--- src/rtl/led_pwm_gen.sv ---
// Multi-channel PWM back end: double-buffered duties, applied only at a period boundary.
// Optional gamma correction is enabled by defining LED_PWM_GAMMA_EN.
module led_pwm_gen #(
  parameter int CH       = 8,
  parameter int DW       = 8,
  parameter int PRESCALE = 4
) (
  input  logic             clk,
  input  logic             rst,
  input  logic [CH*DW-1:0] duty_in,
  input  logic             duty_valid,
  output logic             duty_ready,
  output logic [CH-1:0]    pwm_out,
  output logic             period_start
);

  localparam int             PW       = (PRESCALE > 1) ? $clog2(PRESCALE) : 1;
  localparam logic [PW-1:0]  PRE_LAST = PW'(PRESCALE - 1);
  // Last counter value is 2**DW-2, so a full-scale duty never sees a low cycle.
  localparam logic [DW-1:0]  CNT_LAST = {{(DW-1){1'b1}}, 1'b0};

  logic [PW-1:0]          r_pre_cnt;
  logic [DW-1:0]          r_cnt;
  logic [CH-1:0][DW-1:0]  r_active;
  logic [CH-1:0][DW-1:0]  r_pending;
  logic                   r_pend_full;
  logic                   r_in_reset;
  logic                   r_period_start;
  logic [CH-1:0]          r_pwm;

  logic [CH-1:0][DW-1:0]  w_eff;
  logic                   w_tick;
  logic                   w_wrap;
  logic                   w_xfer;

  assign w_tick       = (r_pre_cnt == PRE_LAST);
  assign w_wrap       = w_tick && (r_cnt == CNT_LAST);
  assign duty_ready   = !r_pend_full && !r_in_reset;
  assign w_xfer       = duty_valid && duty_ready;
  assign pwm_out      = r_pwm;
  assign period_start = r_period_start;

`ifdef LED_PWM_GAMMA_EN
  logic [CH-1:0][2*DW-1:0] w_prod;

  // NOTE: every always_comb output gets a default first so no latch is inferred.
  always_comb begin
    w_prod = '0;
    w_eff  = '0;
    for (int i = 0; i < CH; i++) begin
      w_prod[i] = {{DW{1'b0}}, r_active[i]} * ({{DW{1'b0}}, r_active[i]} + 1'b1);
      w_eff[i]  = w_prod[i][2*DW-1:DW];
    end
  end
`else
  assign w_eff = r_active;
`endif

  // NOTE: sequential state uses non-blocking assignments so all registers update together.
  always_ff @(posedge clk) begin
    if (rst) begin
      r_pre_cnt      <= '0;
      r_cnt          <= '0;
      r_active       <= '0;
      r_pending      <= '0;
      r_pend_full    <= 1'b0;
      r_in_reset     <= 1'b1;
      r_period_start <= 1'b0;
      r_pwm          <= '0;
    end else begin
      r_in_reset     <= 1'b0;
      r_period_start <= w_wrap;

      if (w_tick) r_pre_cnt <= '0;
      else        r_pre_cnt <= r_pre_cnt + 1'b1;

      if (w_wrap)      r_cnt <= '0;
      else if (w_tick) r_cnt <= r_cnt + 1'b1;

      // Transfer needs an empty pending buffer, so it can never collide with an apply.
      if (w_wrap && r_pend_full) begin
        r_active    <= r_pending;
        r_pend_full <= 1'b0;
      end else if (w_xfer) begin
        r_pending   <= duty_in;
        r_pend_full <= 1'b1;
      end

      for (int i = 0; i < CH; i++) r_pwm[i] <= (r_cnt < w_eff[i]);
    end
  end

endmodule

--- config.mk ---
export PLATFORM = sky130hd
export DESIGN_NAME = led_pwm_gen
export DESIGN_NICKNAME = d
export VERILOG_FILES = /design/src/rtl/led_pwm_gen.sv
export SDC_FILE = /design/constraint.sdc
export NUM_CORES = 1
export LEC_CHECK = 0
export CAP_MARGIN = 10
export CORE_MARGIN = 1.5
export CORE_UTILIZATION = 40
export CTS_BUF_LIST = sky130_fd_sc_hd__clkbuf_4
export CTS_CLUSTER_DIAMETER = 30
export DETAILED_ROUTE_END_ITERATION = 10
export SETUP_SLACK_MARGIN = 0.2
export SYNTH_ARGS = -nofsm -noshare
export SYNTH_HDL_FRONTEND = slang
export SYNTH_SLANG_ARGS = --single-unit
--- constraint.sdc ---
create_clock -name clk -period 4.1 [get_ports clk]
set_input_delay 0.82 -clock clk [delete_from_list [all_inputs] [get_ports clk]]
set_output_delay 0.82 -clock clk [all_outputs]
set_load 0.01 [all_outputs]
==> impl_metrics.py <==
metrics = {
    "place": {
        "portBuffers": 76,
        "routabilityCongestion": 0.7629,
        "hpwl_um": 8491,
        "placed_area_um2": 8015,
    },
    "die": {
        "start_util": 0.4113,
        "core_area_um2": 17360,
        "rows": 48,
        "die_w_um": 136.6,
        "die_h_um": 136.6,
        "die_area_um2": 18660,
        "num_io_pins": 77,
    },
    "timing": {
        "max_freq_ghz": 0.3681,
        "setup_viol": 0,
        "skew_ns": 0.01470,
        "hold_viol_final": 0,
        "fin_setup_tns_ns": 0,
        "post-route-min-period_ns": 2.717,
        "rsz0062_at_grt": "no",
        "worstMarginPinSlew_ns": 0.9008,
        "period_share": 0.6626,
        "hold_slack_ns": 0.4330,
        "slew-limit-headroom": 0.3995,
        "slew_violations": 0,
    },
    "yosys": {
        "syn_nets": 925,
        "ys_warn_count": 0,
        "yosysUniqueCellTypes": 33,
        "syn_inst": 799,
        "seq_area_frac_synth": 0.4178,
        "synthArstFlopShare": 0,
        "synth_top_area_share": 0.4178,
        "yosysTopAreaCell": "dfxtp_1",
        "synth-seq-cells": 149,
        "ys_top_cells_by_area": "dfxtp_1, nand2b_1, ha_1, mux2i_1, nand2_1",
        "synthFlopType": "dfxtp_1",
        "synth_area_um2": 7139,
        "synth_edf_count": 0,
        "syn_avg_cell_area_um2": 8.935,
    },
    "critical_path": {
        "cp_data_arrival_time_ns": 3.19,
        "cp.required_ns": 4.58,
        "critPathCaptureType": "register",
        "criticalPathCategory": "register to register",
        "startpoint_type": "register",
        "path_max_fanout": 50,
    },
    "final_layout": {
        "mostFrequentLayoutCells": "dfxtp_1, nand2_1, nand2b_1",
        "drive_gt1_frac": 0.04729,
        "final_common_cell": "dfxtp_1",
        "design_area_um2": 8314,
        "nFillCells": 1743,
        "num-nets-final": 980,
        "area_growth_pct": 16.46,
    },
    "power_and_ir_drop": {
        "p_sw_mw": 0.6622,
        "ir_drop_mv": 0.1517,
        "sw_frac_of_total": 0.2439,
        "p_int_mw": 2.053,
        "powerDensity_nw_per_um2": 326.6,
        "leakagePower_nw": 2.769,
        "pwr-share-comb": 0.093,
        "p_total_mw": 2.716,
        "pwr-share-seq": 0.560,
        "clockPowerShare": 0.347,
    },
    "run_status": {
        "status": "finished, final reports clean",
    },
    "global_routing": {
        "grtUsageTotal": 0.1571,
        "grt_pass1_wl_um": 23040,
        "antenna_found_initial": 1,
        "grt_pass1_vias": 4871,
        "grt_max_degree": 113,
        "grt-ovfl-total": 0,
    },
    "clock_tree": {
        "cts-hold-fix-buffers": 0,
        "cts_tree": "done",
        "path_clk_slew_ns": 0.12,
        "clockBufferDepth": 2,
        "cts_htree_levels": 4,
        "cts_setup_buffers": 0,
        "clkSinkCount": 149,
        "cts-root-buf": "clkbuf_4",
        "clk_latency_ns": 0.56,
        "cts_buffers": 17,
        "cts_resized": 0,
    },
    "route": {
        "ant_nets": 0,
        "initialDrtViolationCount": 248,
        "via_per_inst": 4.756,
        "wire_per_inst_um": 12.44,
        "drc": 0,
        "vias": 5198,
        "wirelength_um": 13600,
        "first_pass_iters": 4,
    },
    "min_path": {
        "hold_path_class": "register to register",
    },
    "job": {
        "maxCapViolCount": 0,
    },
}
-- flip-flops by register name, summed over array words and instances, names as in the netlist --
signal        flops
r_in_reset        1
r_pending        64
pwm_out           8
r_active         64
r_cnt             8
period_start      1
r_pend_full       1
r_pre_cnt         2
-- worst paths after layout --
check | startpoint | to | slack [ns] | cells after the start
hold reg to reg | r_pre_cnt[0]$_SDFF_PP0_ | r_pre_cnt[0]$_SDFF_PP0_ | 0.43 | 1
setup / recovery | r_cnt[1]$_SDFFE_PP0P_ | r_active[14]$_SDFFE_PP0P_ | 1.38 | 5
hold / removal | r_pre_cnt[0]$_SDFF_PP0_ | r_pre_cnt[0]$_SDFF_PP0_ | 0.43 | 1
setup reg to reg | r_cnt[1]$_SDFFE_PP0P_ | r_active[14]$_SDFFE_PP0P_ | 1.38 | 5
-- cells in the mapped netlist (6+ instances only) --
cell type / count
a2111oi_0: 8
a211oi_1: 13
a21oi_1: 73
buf_2: 9
buf_6: 6
clkbuf_1: 30
dfxtp_1: 149
ha_1: 59
inv_1: 60
mux2i_1: 65
nand2_1: 129
nand2b_1: 128
nor2_1: 6
nor2b_1: 8
nor3b_1: 10
o2111a_1: 8
o211ai_1: 8
o21ai_0: 7
-- power groups by stage --
stage	clock network (mW)	registers (mW)	logic, mW
final	0.943	1.52	0.252
after global routing	1.04	1.53	0.285
after CTS	0.985	1.52	0.258
after detailed placement	0	1.55	0.257
after global placement	0	1.55	0.254
after floorplan	0	1.54	0.149
-- per-layer routing --
| layer | wire, um | part of all wire | vias to the layer above | GRT usage |
|---|---|---|---|---|
| met4 | 276 | 0.020 | 0 | 0.06383 |
| met3 | 354 | 0.026 | 20 | 0.03519 |
| li1 | - | - | 2761 | - |
| met2 | 5826 | 0.43 | 59 | 0.2443 |
| met5 | 0 | 0 | - | 0 |
| met1 | 7145 | 0.53 | 2358 | 0.2102 |
-- worst max-delay path: stages, from the launching register on --
cell and delay, ns:
dfxtp_1 0.82, ha_1 0.29, nand4_2 0.23, nor3_4 0.25
buf_4 0.66, mux2i_1 0.27
-- kinds of logic after synthesis --
kind of cell / count (synthesis) / share of synthesized area
compound gates: 121 / 0.1039
fa+ha+maj: 59 / 0.1034
simple gates: 295 / 0.2147
buf+inv: 106 / 0.06414
xor+xnor: 4 / 0.004908
flops: 149 / 0.4178
mux: 65 / 0.09113
-- stage by stage --
| step | std cells | utilization | setup WS [ns] |
|---|---|---|---|
| global route | 1093 | 0.4790 | 1.189 |
| global placement | 1060 | 0.4618 | 1.332 |
| CTS | 1092 | 0.4789 | 1.388 |
| detailed placement | 1060 | 0.4618 | 1.290 |
| finish | 1093 | 0.4790 | 1.383 |
| floorplan | 799 | - | 2.236 |
-- cell type report --
| cell class | instances | area [um^2] | area share |
|---|---|---|---|
| clock buffers | 18 | 135.1 | 0.01625 |
| inverters | 60 | 225.2 | 0.02709 |
| diodes | 1 | 2.502 | 0.0003010 |
| repair buffers | 82 | 815.8 | 0.09812 |
| flip-flops and latches | 149 | 2983 | 0.3588 |
| well taps | 225 | 281.5 | 0.03386 |
| multi-input cells | 544 | 3710 | 0.4462 |
| clock inverters | 14 | 161.4 | 0.01941 |
Power figures use the tool's default switching activity.
